===== config.mk =====
export PLATFORM = sky130hd
export DESIGN_NAME = fuzz_sig_collector
export DESIGN_NICKNAME = d
export VERILOG_FILES = /design/src/rtl/fuzz_sig_collector.sv
export SDC_FILE = /design/constraint.sdc
export NUM_CORES = 1
export LEC_CHECK = 0
export CORE_MARGIN = 2
export CORE_UTILIZATION = 29
export DETAILED_ROUTE_END_ITERATION = 7
export PLACE_DENSITY = 0.65
export SLEW_MARGIN = 10
export SYNTH_ARGS = -nofsm -noshare
export SYNTH_HDL_FRONTEND = slang
export SYNTH_SLANG_ARGS = --single-unit
export TNS_END_PERCENT = 50

===== constraint.sdc =====
create_clock -name clk -period 4.4 [get_ports clk]
set_input_delay 0.88 -clock clk [delete_from_list [all_inputs] [get_ports clk]]
set_output_delay 0.88 -clock clk [all_outputs]
set_load 0.02 [all_outputs]

===== src/rtl/fuzz_sig_collector.sv =====
// rtl/fuzz_sig_collector.sv - MISR signature collector for a DUT output bus
//
// Samples the flat y bus for NCYC cycles after a start, compacts it into a
// SIG_W-bit MISR signature, then streams the signature MSB-first in OUT_W
// beats over a valid/ready handshake and pulses done after the last beat.
//
// Ports:
//   clk        rising-edge clock
//   rst        synchronous active-high reset, overrides everything
//   start      begin a collection window (only honoured in IDLE)
//   y          observed DUT output bus (Y_W bits)
//   busy       high while collecting or draining
//   sig_valid  signature beat valid
//   sig_data   signature beat (OUT_W bits, MSB-first)
//   sig_last   marks the final beat
//   sig_ready  downstream accepts the current beat
//   done       one-cycle pulse after the last beat is accepted

module fuzz_sig_collector #(
    parameter int              Y_W   = 82,
    parameter int              SIG_W = 32,
    parameter logic [SIG_W-1:0] POLY = 32'h04C11DB7,
    parameter logic [SIG_W-1:0] SEED = 32'hFFFFFFFF,
    parameter int              NCYC  = 64,
    parameter int              OUT_W = 8
) (
    input  logic             clk,
    input  logic             rst,
    input  logic             start,
    input  logic [Y_W-1:0]   y,
    output logic             busy,
    output logic             sig_valid,
    output logic [OUT_W-1:0] sig_data,
    output logic             sig_last,
    input  logic             sig_ready,
    output logic             done
);

    localparam int NCHUNK = (Y_W + SIG_W - 1) / SIG_W;
    localparam int EXT_W  = NCHUNK * SIG_W;
    localparam int NBEAT  = SIG_W / OUT_W;
    localparam int BEAT_W = (NBEAT > 1) ? $clog2(NBEAT) : 1;
    // Sized to hold NCYC itself so the counter never wraps.
    localparam int CNT_W  = $clog2(NCYC + 1);

    localparam logic [1:0] ST_IDLE    = 2'd0;
    localparam logic [1:0] ST_COLLECT = 2'd1;
    localparam logic [1:0] ST_DRAIN   = 2'd2;

    logic [1:0]        state_q, state_d;
    logic [SIG_W-1:0]  sig_q, sig_d;
    logic [CNT_W-1:0]  cnt_q, cnt_d;
    logic [BEAT_W-1:0] beat_q, beat_d;
    logic              busy_q, busy_d;
    logic              done_q, done_d;

    logic [EXT_W-1:0]  y_ext;
    logic [SIG_W-1:0]  fold;
    logic [SIG_W-1:0]  misr_next;
    logic [OUT_W-1:0]  beat_data;
    logic              last_beat;

    // Zero padding above Y_W means chunks that are partly beyond the bus
    // contribute only their real bits to the fold.
    assign y_ext = EXT_W'(y);

    always_comb begin
        fold = '0;
        for (int i = 0; i < NCHUNK; i++) begin
            fold = fold ^ y_ext[i*SIG_W +: SIG_W];
        end
    end

    assign misr_next = {sig_q[SIG_W-2:0], 1'b0}
                     ^ (sig_q[SIG_W-1] ? POLY : '0)
                     ^ fold;

    assign last_beat = (beat_q == BEAT_W'(NBEAT - 1));

    always_comb begin
        beat_data = '0;
        for (int k = 0; k < NBEAT; k++) begin
            if (beat_q == BEAT_W'(k)) begin
                beat_data = sig_q[SIG_W-1-k*OUT_W -: OUT_W];
            end
        end
    end

    always_comb begin
        state_d = state_q;
        sig_d   = sig_q;
        cnt_d   = cnt_q;
        beat_d  = beat_q;
        done_d  = 1'b0;
        case (state_q)
            ST_IDLE: begin
                if (start) begin
                    state_d = ST_COLLECT;
                    sig_d   = SEED;
                    cnt_d   = '0;
                    beat_d  = '0;
                end
            end
            ST_COLLECT: begin
                sig_d = misr_next;
                cnt_d = cnt_q + CNT_W'(1);
                if (cnt_q == CNT_W'(NCYC - 1)) begin
                    state_d = ST_DRAIN;
                    beat_d  = '0;
                end
            end
            ST_DRAIN: begin
                // sig is frozen here; only the beat pointer advances.
                if (sig_ready) begin
                    if (last_beat) begin
                        state_d = ST_IDLE;
                        beat_d  = '0;
                        done_d  = 1'b1;
                    end else begin
                        beat_d = beat_q + BEAT_W'(1);
                    end
                end
            end
            default: begin
                state_d = ST_IDLE;
            end
        endcase
        busy_d = (state_d != ST_IDLE);
    end

    always_ff @(posedge clk) begin
        if (rst) begin
            state_q <= ST_IDLE;
            sig_q   <= SEED;
            cnt_q   <= '0;
            beat_q  <= '0;
            busy_q  <= 1'b0;
            done_q  <= 1'b0;
        end else begin
            state_q <= state_d;
            sig_q   <= sig_d;
            cnt_q   <= cnt_d;
            beat_q  <= beat_d;
            busy_q  <= busy_d;
            done_q  <= done_d;
        end
    end

    // Stream outputs decode registered state only, so y never reaches them.
    assign sig_valid = (state_q == ST_DRAIN);
    assign sig_last  = sig_valid && last_beat;
    assign sig_data  = sig_valid ? beat_data : '0;
    assign busy      = busy_q;
    assign done      = done_q;

endmodule


# Word level (Yosys, flattened, before mapping)
# Index checks and enable logic that the tools add are counted.
[classes]
n_addsub = 2
eq_ne = 9
muxes = 21
bitwise_logic = 6
reduce_logical = 9
[ops]
columns = ["operator", "count"]
rows = [
  ["$pmux W32 S2", 1],
  ["$xor A32 B32 Y32", 2],
  ["$mux W8", 5],
  ["$mux W32", 1],
  ["$xor A32 B18 Y32", 1],
  ["$xor A32 B27 Y32", 1],
  ["$mux W27", 1],
  ["$mux W2", 8],
  ["$pmux W7 S2", 1],
  ["$pmux W2 S3", 2],
  ["$add A7 B1 Y7 const B", 1],
  ["$eq A7 B6 Y1 const B", 1],
  ["$mux W7", 1],
  ["$eq A2 B2 Y1 const B", 3],
  ["$eq A2 B1 Y1 const B", 2],
  ["$logic_not A2 Y1", 2],
  ["$ne A2 B2 Y1 const B", 2],
  ["$reduce_and A4 Y1", 1],
  ["$reduce_bool A2 Y1", 2],
  ["$reduce_bool A3 Y1", 1],
  ["$reduce_or A3 Y1", 1],
  ["$add A2 B1 Y2 const B", 1],
  ["$ne A2 B1 Y1 const B", 1],
  ["$not A1 Y1", 2],
  ["3 further kinds", 3],
]
[totals]
regBits = 45
in_bits = 86
elab_cells = 53

# Longest topological paths before layout
# Gate-level depths: netlist of run 1.
[depth]
ltp_word = 6
depth_mapped = 7
mapped_depth_nobuf = 6

# Worst setup path after synthesis of run 1
# Ideal clock, no wire load.
[synth_path]
kind = "flip-flop to output port"
from = "reg beat_q[1]"
to = "out sig_data[3]"
t_arrival_ns = 1.586
setup_slack_ns = 1.934
path_stages_with_launch = 8
cell_sequence = "dfxtp_1 inv_1 ha_1 clkbuf_1 nand2_1 o21ai_0 mux2i_1 o21ai_0"
[synth_between]
elab_chain_len = 6
[synth_rtl]
columns = ["item", "line", "text"]
rows = [
  ["from (decl)", "53", "logic [BEAT_W-1:0] beat_q, beat_d;"],
  ["from (signal assigned)", "143", "beat_q <= beat_d;"],
  ["$logic_not A2 Y1", "83", "if (beat_q == BEAT_W'(k)) begin"],
  ["$mux W8 (3 in series)", "83", ""],
  ["$mux W8 *", "83", ""],
  ["$mux W8 *", "152", "assign sig_data = sig_valid ? beat_data : '0;"],
  ["to (decl)", "33", "output logic [OUT_W-1:0] sig_data,"],
]
# Every way passes the cells marked *; elsewhere a longest branch is shown, timed or not.

# Worst setup path in the final report of run 1
[layout_path]
from = "reg state_q[0]"
to = "out sig_data[6]"
[layout_between]
elab_chain_len = 2
[layout_rtl]
columns = ["item", "line", "text"]
rows = [
  ["from (decl)", "50", "logic [1:0] state_q, state_d;"],
  ["from (signal assigned)", "140", "state_q <= state_d;"],
  ["$eq A2 B2 Y1", "150", "assign sig_valid = (state_q == ST_DRAIN);"],
  ["$mux W8", "152", ""],
]
# No other way between the ends.

==> results of run 1 <==
## power groups by stage
stage                     Sequential (mW)  Combinational, mW  Clock (mW)
after floorplan                     0.465              0.196           0
after global placement              0.474              0.297           0
after detailed placement            0.475              0.301           0
after CTS                           0.465              0.303       0.284
after global routing                0.468              0.327       0.300
final                               0.465              0.300       0.273
## metrics by stage
step	setup WS, ns	std cells
finish	1.098	556
global route	0.9377	556
CTS	1.103	556
detailed placement	1.424	548
global placement	1.515	548
floorplan	1.934	335
## worst min-delay path by stage
stage          startpoint  endpoint  cells after the start
2_1_floorplan    cnt_q[2]  cnt_q[2]                      2
6_report         cnt_q[2]  cnt_q[2]                      2
4_1_cts          cnt_q[2]  cnt_q[2]                      2
3_5_place_dp     cnt_q[2]  cnt_q[2]                      2
5_1_grt          cnt_q[2]  cnt_q[2]                      2
3_3_place_gp     cnt_q[2]  cnt_q[2]                      2
## layer usage
layer	wire length (µm)	GRT usage, %
met5	0	0
met2	3529	24.11
met3	508	3.133
met1	3380	17.23
met4	65	3.378
## layout by cell type (no fill, tap or decap)
| cell type | instances |
|---|---|
| nor2_1 | 18 |
| nor4b_1 | 1 |
| nand3b_1 | 1 |
| clkdlybuf4s50_1 | 97 |
| nor3_1 | 3 |
| or3_1 | 1 |
| o22ai_1 | 24 |
| inv_1 | 5 |
| nand2b_1 | 23 |
| a2111o_1 | 1 |
| nand3_1 | 12 |
| nor4_1 | 1 |
| a31oi_1 | 1 |
| o21ai_0 | 18 |
| a21oi_1 | 14 |
| a22oi_1 | 3 |
| clkinv_2 | 1 |
| xor2_1 | 21 |
| ha_1 | 5 |
| buf_4 | 2 |
| o21bai_1 | 1 |
| o21ba_2 | 1 |
| or2b_1 | 1 |
| and3_1 | 1 |
| mux2i_1 | 9 |
| dfxtp_1 | 45 |
| a211oi_1 | 1 |
| clkbuf_8 | 7 |
| xnor2_1 | 73 |
| a311oi_1 | 1 |
| nand2b_4 | 1 |
| mux2_2 | 2 |
| xnor2_2 | 1 |
| nand2_1 | 24 |
| or2b_2 | 1 |
| nor2_2 | 2 |
## worst max-delay path, delay by kind of cell (launching register included)
kind / cells / cell delay [ns]
AOI/OAI and AO/OA: 1 / 0.26
DFF: 1 / 0.39
buffers and inverters: 3 / 1.13
and+or+nand+nor: 2 / 0.35
## cells by family after synthesis
kind of cell / after synthesis
XOR/XNOR: 95
adder cells (fa/ha/maj): 5
flip-flops: 45
AO/OA/AOI/OAI: 65
AND/OR/NAND/NOR: 90
multiplexers: 11
buffers and inverters: 24
## cell usage after synthesis (2+ instances only)
library cell	count
xnor2_1	73
a21oi_1	14
nand2_1	24
ha_1	5
buf_4	2
xor2_1	21
buf_6	4
nand3_1	12
nor2_1	18
nor3_1	3
o22ai_1	24
mux2i_1	9
a22oi_1	3
dfxtp_1	45
nand2b_1	23
inv_1	5
mux2_2	2
nor2_2	2
o21ai_0	18
clkbuf_1	6
buf_2	4
## flip-flops by register name (all words and copies together) (netlist names)
register,count
busy,1
state_q,2
done,1
cnt_q,7
beat_q,2
sig_q,32
## cell type report
| cell class | count | area, µm² |
|---|---|---|
| clock buffers | 7 | 96.34 |
| clock inverters | 1 | 5.005 |
| fillers | 984 | 5748 |
| inverters | 5 | 18.77 |
| multi-input cells | 266 | 1853 |
| flip-flops and latches | 45 | 900.9 |
| well taps | 133 | 166.4 |
| repair buffers | 99 | 985.9 |
==> impl_metrics.py, run 1 <==
metrics = {
    "critical_path": {
        "r2r_slack_ns": 2.83,
        "critPathSlowestCell": "clkdlybuf4s50_1",
        "start_kind": "register",
        "crit_path_max_incr_delay_ns": 0.67,
        "end_kind": "primary output",
        "cp_max_fo": 11,
        "r2r-start": "state_q[0]",
        "rr_endpoint": "sig_q[2]",
        "cp.required_ns": 3.52,
        "crit_chain": "inv_1, nand2_1, inv_1, nand2_1, o21ai_0, clkdlybuf4s50_1",
        "crit_start": "state_q[0]",
        "endpoint": "sig_data[6]",
        "ff2ff_path_depth": 4,
        "path_class": "reg -> out",
        "critPathArrivalTime_ns": 2.42,
    },
    "timing": {
        "slew_headroom_pct": 58.45,
        "period_needed_ns": 3.302,
        "fin_crit_sh_pct": 75.04,
        "worst_pin_slew_ns": 0.6232,
        "fin_tns_setup_ns": 0,
        "skew_ns": 0.003612,
        "slew_viol_final": 0,
        "fmax_ghz": 0.3029,
        "setup_viol": 0,
        "hold_violations": 0,
        "whs_ns": 0.5121,
        "rsz0062_at_grt": "false",
    },
    "logic_synthesis": {
        "synth-xor-area-share_pct": 28.82,
        "synth_seq_cells": 45,
        "yosys.area_share.simple_pct": 15.59,
        "yosys_warnings": 0,
        "syn_area_um2": 2913,
        "synth.net_count": 426,
        "ys_seq_area_share_pct": 30.93,
        "synth-compound-area-share_pct": 13.19,
        "synth_top_family_by_area": "XOR/XNOR gates",
        "async_flop_share_pct": 0,
        "synth.area.top_cells": "dfxtp_1 (31%), xnor2_1 (22%), xor2_1 (6.3%), o22ai_1 (5.2%), nand2b_1 (4.9%)",
        "synth_edf_count": 0,
        "synth_mux_area_share_pct": 3.866,
        "ys.flop_type": "dfxtp_1",
        "synthCells": 335,
        "synth_top_area_share_pct": 30.93,
        "syn_avg_cell_area_um2": 8.695,
        "yosysUniqueCellTypes": 39,
        "synthAdderAreaFrac_pct": 2.148,
        "yosys.area.top_type": "dfxtp_1",
    },
    "routing": {
        "first_pass_iters": 4,
        "vias_per_cell": 4.622,
        "drt-total-wl_um": 7483,
        "antenna_left": 0,
        "wl_per_cell_um": 13.46,
        "drt-initial-drc-count": 132,
        "num_vias": 2570,
        "drc_errors": 0,
    },
    "pwr": {
        "p_comb_share_pct": 28.9,
        "power_mw": 1.038,
        "internal_power_uw": 758.0,
        "switching_share_pct": 26.97,
        "p_leak_nw": 1.367,
        "ir_worst_vdd_mv": 0.1240,
        "power.share.clock_pct": 26.3,
        "p_seq_share_pct": 44.8,
        "p_per_area_nw_per_um2": 257.8,
        "switchingPower_uw": 279.9,
    },
    "run_status": {
        "status": "finished clean",
    },
    "place": {
        "place_area_um2": 3925,
        "portBuffers": 97,
        "gp_congestion": 0.8374,
        "dp_hpwl_um": 5836,
    },
    "final_layout": {
        "drive_gt1_share_pct": 4.255,
        "nNetsFinal": 513,
        "fin_util_pct": 41.19,
        "fin_area_um2": 4026,
        "antenna_cells": 0,
        "area_delta_synth_final_pct": 38.23,
    },
    "global_routing": {
        "grt_pass1_wl_um": 12260,
        "grt_pass1_vias": 2514,
        "grt_use_total_pct": 13.83,
        "grt_antenna_before_repair": 0,
        "grt_max_degree": 38,
        "grt_overflow": 0,
    },
    "min_path": {
        "hold_path.class": "reg -> reg",
    },
    "floorplanning": {
        "dieArea_um2": 10860,
        "die_width_um": 104.2,
        "start_util_pct": 29.80,
        "io_pins": 98,
        "core-area_um2": 9774,
        "rows": 36,
        "die_y_um": 104.2,
    },
    "cts": {
        "post_cts_buffers": 0,
        "clockBufferDepth": 2,
        "cts-root-buf": "clkbuf_8",
        "cts_buffers": 5,
        "tritoncts": "yes",
        "ctsHoldBuffers": 0,
        "cts_resized": 0,
        "clkLatencyLatePin_ns": 0.29,
        "htree_levels": 2,
        "cts.sinks": 45,
        "worst_setup_hold_path_clk_slew_ns": 0.08,
    },
    "run": {
        "maxCapViolations": 0,
    },
}
(Power assumes the default switching activity.)
==> run 2: changes to the inputs <==
==> constraint.sdc (replaced) <==
create_clock -name clk -period 3.1 [get_ports clk]
set_input_delay 0.62 -clock clk [delete_from_list [all_inputs] [get_ports clk]]
set_output_delay 0.62 -clock clk [all_outputs]
set_load 0.02 [all_outputs]
==> impl_metrics.py, run 2 (synthesis gave the netlist of run 1 again) <==
metrics = {
    "run_status": {
        "status": "finished clean",
    },
    "pwr": {
        "internal_power_mw": 1.138,
        "switching_share_pct": 26.45,
        "power.share.clock_pct": 29.7,
        "switchingPower_uw": 409.0,
        "ir_worst_vdd_mv": 0.2004,
        "p_leak_nw": 1.399,
        "p_per_area_nw_per_um2": 380.6,
        "p_seq_share_pct": 42.7,
        "p_comb_share_pct": 27.6,
    },
    "final_layout": {
        "regMostFlops": "sig_q",
        "mostFrequentLayoutCells": "clkdlybuf4s50_1 (96), xnor2_1 (73), dfxtp_1 (45), nand2_1 (24), o22ai_1 (24)",
        "regArea_um2": 900.9,
        "fin_area_um2": 4064,
        "final_common_cell": "clkdlybuf4s50_1",
        "largestRegisters": "sig_q: 32 flops, cnt_q: 7 flops",
        "largest_register_ffs": 32,
        "area_delta_synth_final_pct": 39.52,
        "nFillCells": 998,
        "antenna_cells": 0,
        "drive_gt1_share_pct": 4.941,
        "multi_input_area_um2": 1858,
        "nNetsFinal": 515,
    },
    "global_routing": {
        "grt_antenna_before_repair": 0,
        "grt_max_degree": 32,
        "grt_use_total_pct": 14.28,
        "grt_pass1_wl_um": 12640,
        "grt_pass1_vias": 2628,
        "grt_overflow": 0,
    },
    "timing": {
        "skew_ns": 0.007863,
        "fin_tns_setup_ns": 0,
        "fin_crit_sh_pct": 94.42,
        "hold_violations": 0,
        "period_needed_ns": 2.927,
        "worst_pin_slew_ns": 0.6139,
        "slew_headroom_pct": 59.07,
        "slew_viol_final": 0,
        "layout_setup_ws_ns": 0.1729,
        "fmax_ghz": 0.3416,
        "rsz0062_at_grt": "false",
        "setup_viol": 0,
    },
    "floorplanning": {
        "dieArea_um2": 10860,
        "rows": 36,
        "io_pins": 98,
        "start_util_pct": 29.80,
        "core-area_um2": 9774,
        "die_y_um": 104.2,
        "die_width_um": 104.2,
    },
    "routing": {
        "drt-total-wl_um": 7583,
        "vias_per_cell": 4.615,
        "drt-initial-drc-count": 96,
        "antenna_left": 0,
        "wl_per_cell_um": 13.59,
        "first_pass_iters": 4,
        "num_vias": 2575,
        "drc_errors": 0,
    },
    "critical_path": {
        "cp_max_fo": 8,
        "r2r-start": "state_q[0]",
        "cp.required_ns": 2.48,
        "rr_endpoint": "sig_q[16]",
        "start_kind": "register",
        "r2r_slack_ns": 1.41,
        "path_class": "reg -> out",
        "crit_start": "beat_q[0]",
        "critPathArrivalTime_ns": 2.31,
        "end_kind": "primary output",
        "ff2ff_path_depth": 4,
        "endpoint": "sig_data[2]",
    },
    "cts": {
        "htree_levels": 2,
        "cts_buffers": 5,
        "tritoncts": "yes",
        "ctsHoldBuffers": 0,
        "cts-root-buf": "clkbuf_8",
        "clkLatencyLatePin_ns": 0.30,
        "cts_resized": 0,
        "post_cts_buffers": 0,
        "cts.sinks": 45,
        "worst_setup_hold_path_clk_slew_ns": 0.08,
        "clockBufferDepth": 2,
    },
    "run": {
        "maxCapViolations": 0,
    },
    "place": {
        "portBuffers": 97,
        "gp_congestion": 0.8542,
        "place_area_um2": 3940,
        "dp_hpwl_um": 5826,
        "post-place-ws_ns": 0.5040,
    },
    "min_path": {
        "hold_path.class": "reg -> reg",
    },
}
run 2: changes by cell type in the layout (fill, tap and decap cells not counted), sizes merged:
cell and delta:
dlymetal6s2s +1, bufinv +1, clkinv -1, clkdlybuf4s50 -1, buf +2
run 2: critical path: stages (launching register included):
cell	delay (ns)
dfxtp_1	0.42
inv_1	0.11
ha_1	0.38
mux2i_1	0.17
o21ai_0	0.28
clkdlybuf4s50_1	0.66
run 2: metrics by stage:
stage,util (%),power (mW),std cells,hold WS [ns]
2_1_floorplan,-,0.9380,335,0.4614
3_5_place_dp,40.31,1.102,550,0.4996
6_report,41.58,1.547,558,0.5101
5_1_grt,41.58,1.626,558,0.5409
4_1_cts,41.50,1.565,558,0.5140
3_3_place_gp,40.31,1.094,550,0.4855
run 2: how the worst min path moves through the flow:
stage                         from        to  cells past startpoint
after floorplan           cnt_q[2]  cnt_q[2]                      2
after global placement    cnt_q[2]  cnt_q[2]                      2
after detailed placement  cnt_q[2]  cnt_q[2]                      2
after CTS                 cnt_q[2]  cnt_q[2]                      2
after global routing      sig_q[5]  sig_q[5]                      2
final                     cnt_q[2]  cnt_q[2]                      2
run 2: cell type report:
cell class,count,share of cell area (%)
Multi-Input combinational cell,266,45.72
Clock buffer,7,2.124
Sequential cell,45,22.17
Tap cell,133,4.095
Inverter,5,0.4618
Timing Repair Buffer,101,24.69
Clock inverter,1,0.7389
run 2: power groups by stage:
stage | clock [mW] | combinational [mW] | sequential, mW
6_report | 0.459 | 0.428 | 0.660
5_1_grt | 0.494 | 0.468 | 0.665
4_1_cts | 0.473 | 0.432 | 0.659
3_5_place_dp | 0 | 0.429 | 0.673
3_3_place_gp | 0 | 0.422 | 0.673
2_1_floorplan | 0 | 0.279 | 0.659
run 2: layer usage:
metal / up-vias / track usage, % / wire [µm]
met4: 0 / 3.668 / 83
met1: 1184 / 17.94 / 3571
met2: 79 / 24.06 / 3445
met5: - / 0 / 0
met3: 8 / 4.010 / 482
li1: 1304 / - / -
==> run 3: changes to the inputs <==
--- a/config.mk
+++ b/config.mk
@@ -9,6 +9,7 @@
 export CORE_UTILIZATION = 29
 export DETAILED_ROUTE_END_ITERATION = 7
 export PLACE_DENSITY = 0.65
+export SETUP_SLACK_MARGIN = 0.3
 export SLEW_MARGIN = 10
 export SYNTH_ARGS = -nofsm -noshare
 export SYNTH_HDL_FRONTEND = slang
==> impl_metrics.py, run 3 (synthesis gave the netlist of run 1 again) <==
metrics = {
    "final_layout": {
        "stdcell_count": 558,
        "regArea_um2": 900.9,
        "multi_input_area_um2": 1861,
        "drive_gt1_share_pct": 5.176,
        "largestRegisters": "sig_q: 32 flops, cnt_q: 7 flops",
        "mostFrequentLayoutCells": "clkdlybuf4s50_1 (91), xnor2_1 (73), dfxtp_1 (45), nand2_1 (24), o22ai_1 (24)",
        "fin_util_pct": 41.58,
        "nNetsFinal": 515,
        "antenna_cells": 0,
        "area_delta_synth_final_pct": 39.52,
        "fin_area_um2": 4064,
        "nFillCells": 996,
        "regMostFlops": "sig_q",
        "final_common_cell": "clkdlybuf4s50_1",
        "largest_register_ffs": 32,
    },
    "pwr": {
        "power.share.clock_pct": 29.6,
        "switching_share_pct": 26.44,
        "switchingPower_uw": 408.8,
        "p_per_area_nw_per_um2": 380.5,
        "p_leak_nw": 1.436,
        "internal_power_mw": 1.138,
        "p_seq_share_pct": 42.7,
        "ir_worst_vdd_mv": 0.2002,
        "p_comb_share_pct": 27.7,
    },
    "cts": {
        "cts.sinks": 45,
        "tritoncts": "yes",
        "post_cts_buffers": 0,
        "clkLatencyLatePin_ns": 0.30,
        "ctsHoldBuffers": 0,
        "cts-root-buf": "clkbuf_8",
        "clockBufferDepth": 2,
        "cts_buffers": 5,
        "worst_setup_hold_path_clk_slew_ns": 0.08,
        "htree_levels": 2,
    },
    "timing": {
        "fmax_ghz": 0.3523,
        "rsz0062_at_grt": "true",
        "whs_ns": 0.5097,
        "period_needed_ns": 2.839,
        "skew_ns": 0.008440,
        "slew_viol_final": 0,
        "slew_headroom_pct": 59.01,
        "fin_crit_sh_pct": 91.56,
        "hold_violations": 0,
        "fin_tns_setup_ns": 0,
        "worst_pin_slew_ns": 0.6149,
        "setup_viol": 0,
    },
    "critical_path": {
        "critPathSlowestCell": "clkdlybuf4s50_1",
        "critPathArrivalTime_ns": 2.22,
        "end_kind": "primary output",
        "cp.required_ns": 2.48,
        "cp.depth": 7,
        "crit_path_max_incr_delay_ns": 0.65,
        "critical-path-top-delay-family": "buffers and inverters",
        "start_kind": "register",
        "path_class": "reg -> out",
        "crit_buf_inv": 2,
        "path_common_cell": "o21ai_0",
        "cp_max_fo": 8,
        "ff2ff_path_depth": 4,
        "crit_chain": "inv_1, ha_2, nand2_1, o21ai_0, mux2i_1, o21ai_0, clkdlybuf4s50_1",
    },
    "routing": {
        "antenna_left": 0,
        "drt-total-wl_um": 7586,
        "drt-initial-drc-count": 82,
        "drc_errors": 0,
        "first_pass_iters": 4,
        "num_vias": 2597,
        "wl_per_cell_um": 13.59,
        "vias_per_cell": 4.654,
    },
    "floorplanning": {
        "die_width_um": 104.2,
        "die_y_um": 104.2,
        "rows": 36,
        "dieArea_um2": 10860,
        "core-area_um2": 9774,
        "io_pins": 98,
        "start_util_pct": 29.80,
    },
    "place": {
        "gp_congestion": 0.8542,
        "place_area_um2": 3940,
        "portBuffers": 97,
        "dp_hpwl_um": 5826,
        "post-place-cells": 550,
    },
    "run": {
        "maxCapViolations": 0,
    },
    "min_path": {
        "hold_path.class": "reg -> reg",
        "holdPathStages": 2,
    },
    "global_routing": {
        "grt_use_total_pct": 14.31,
        "grt_max_degree": 32,
        "grt_pass1_vias": 2628,
        "grt_antenna_before_repair": 0,
        "grt_overflow": 0,
        "grt_pass1_wl_um": 12660,
    },
    "run_status": {
        "status": "finished clean",
    },
}
==> run 3: cell count changes in the layout (fill, tap and decap cells not counted) <==
cell and change:
dlymetal6s2s_1 +1, dlygate4sd2_1 +4, clkdlybuf4s50_1 -5, ha_2 +1, ha_1 -1
==> run 3: timing repair <==
item | in CTS | in global routing
pin swaps | 0 | 0
setup endpoints to repair | 8 | 5
resized for setup | 7 | 2
==> run 3: power groups by stage <==
stage	logic, mW	registers, mW	clock network, mW
after floorplan	0.279	0.659	0
final	0.428	0.660	0.458
after detailed placement	0.429	0.673	0
after global routing	0.468	0.665	0.494
after global placement	0.422	0.673	0
after CTS	0.432	0.659	0.473
==> run 3: per-layer routing <==
| layer | GRT usage (%) | vias to the layer above | wire length, µm |
|---|---|---|---|
| met3 | 4.010 | 8 | 528 |
| met4 | 3.668 | 0 | 83 |
| met2 | 24.11 | 85 | 3461 |
| met1 | 17.98 | 1200 | 3513 |
| met5 | 0 | - | 0 |
| li1 | - | 1304 | - |
==> run 3: path summary, 6_finish.rpt <==
kind	start	end	slack, ns
worst min register to register	cnt_q[2]	cnt_q[2]	0.51
worst max-delay path	beat_q[0]	sig_data[7]	0.26
worst min-delay path	cnt_q[2]	cnt_q[2]	0.51
worst max register to register	state_q[0]	sig_q[16]	1.40
==> run 3: area by class of cell <==
cell class | count | area share, %
Clock buffer | 7 | 2.124
Clock inverter | 1 | 0.7389
Inverter | 5 | 0.4618
Multi-Input combinational cell | 266 | 45.78
Sequential cell | 45 | 22.17
Tap cell | 133 | 4.095
Timing Repair Buffer | 101 | 24.63
==> run 3: worst reg2reg max path, cell delays in order, from the launching register on <==
cell and delay, ns:
dfxtp_1 0.41, o21bai_1 0.53, nand2b_1 0.39, nor2_1 0.19, a21oi_1 0.05
==> run 3: metrics by stage <==
stage	total power, mW	setup slack [ns]
floorplan	0.9380	0.8941
global placement	1.094	0.5707
detailed placement	1.102	0.5040
CTS	1.565	0.2789
global route	1.626	0.1261
finish	1.546	0.2615
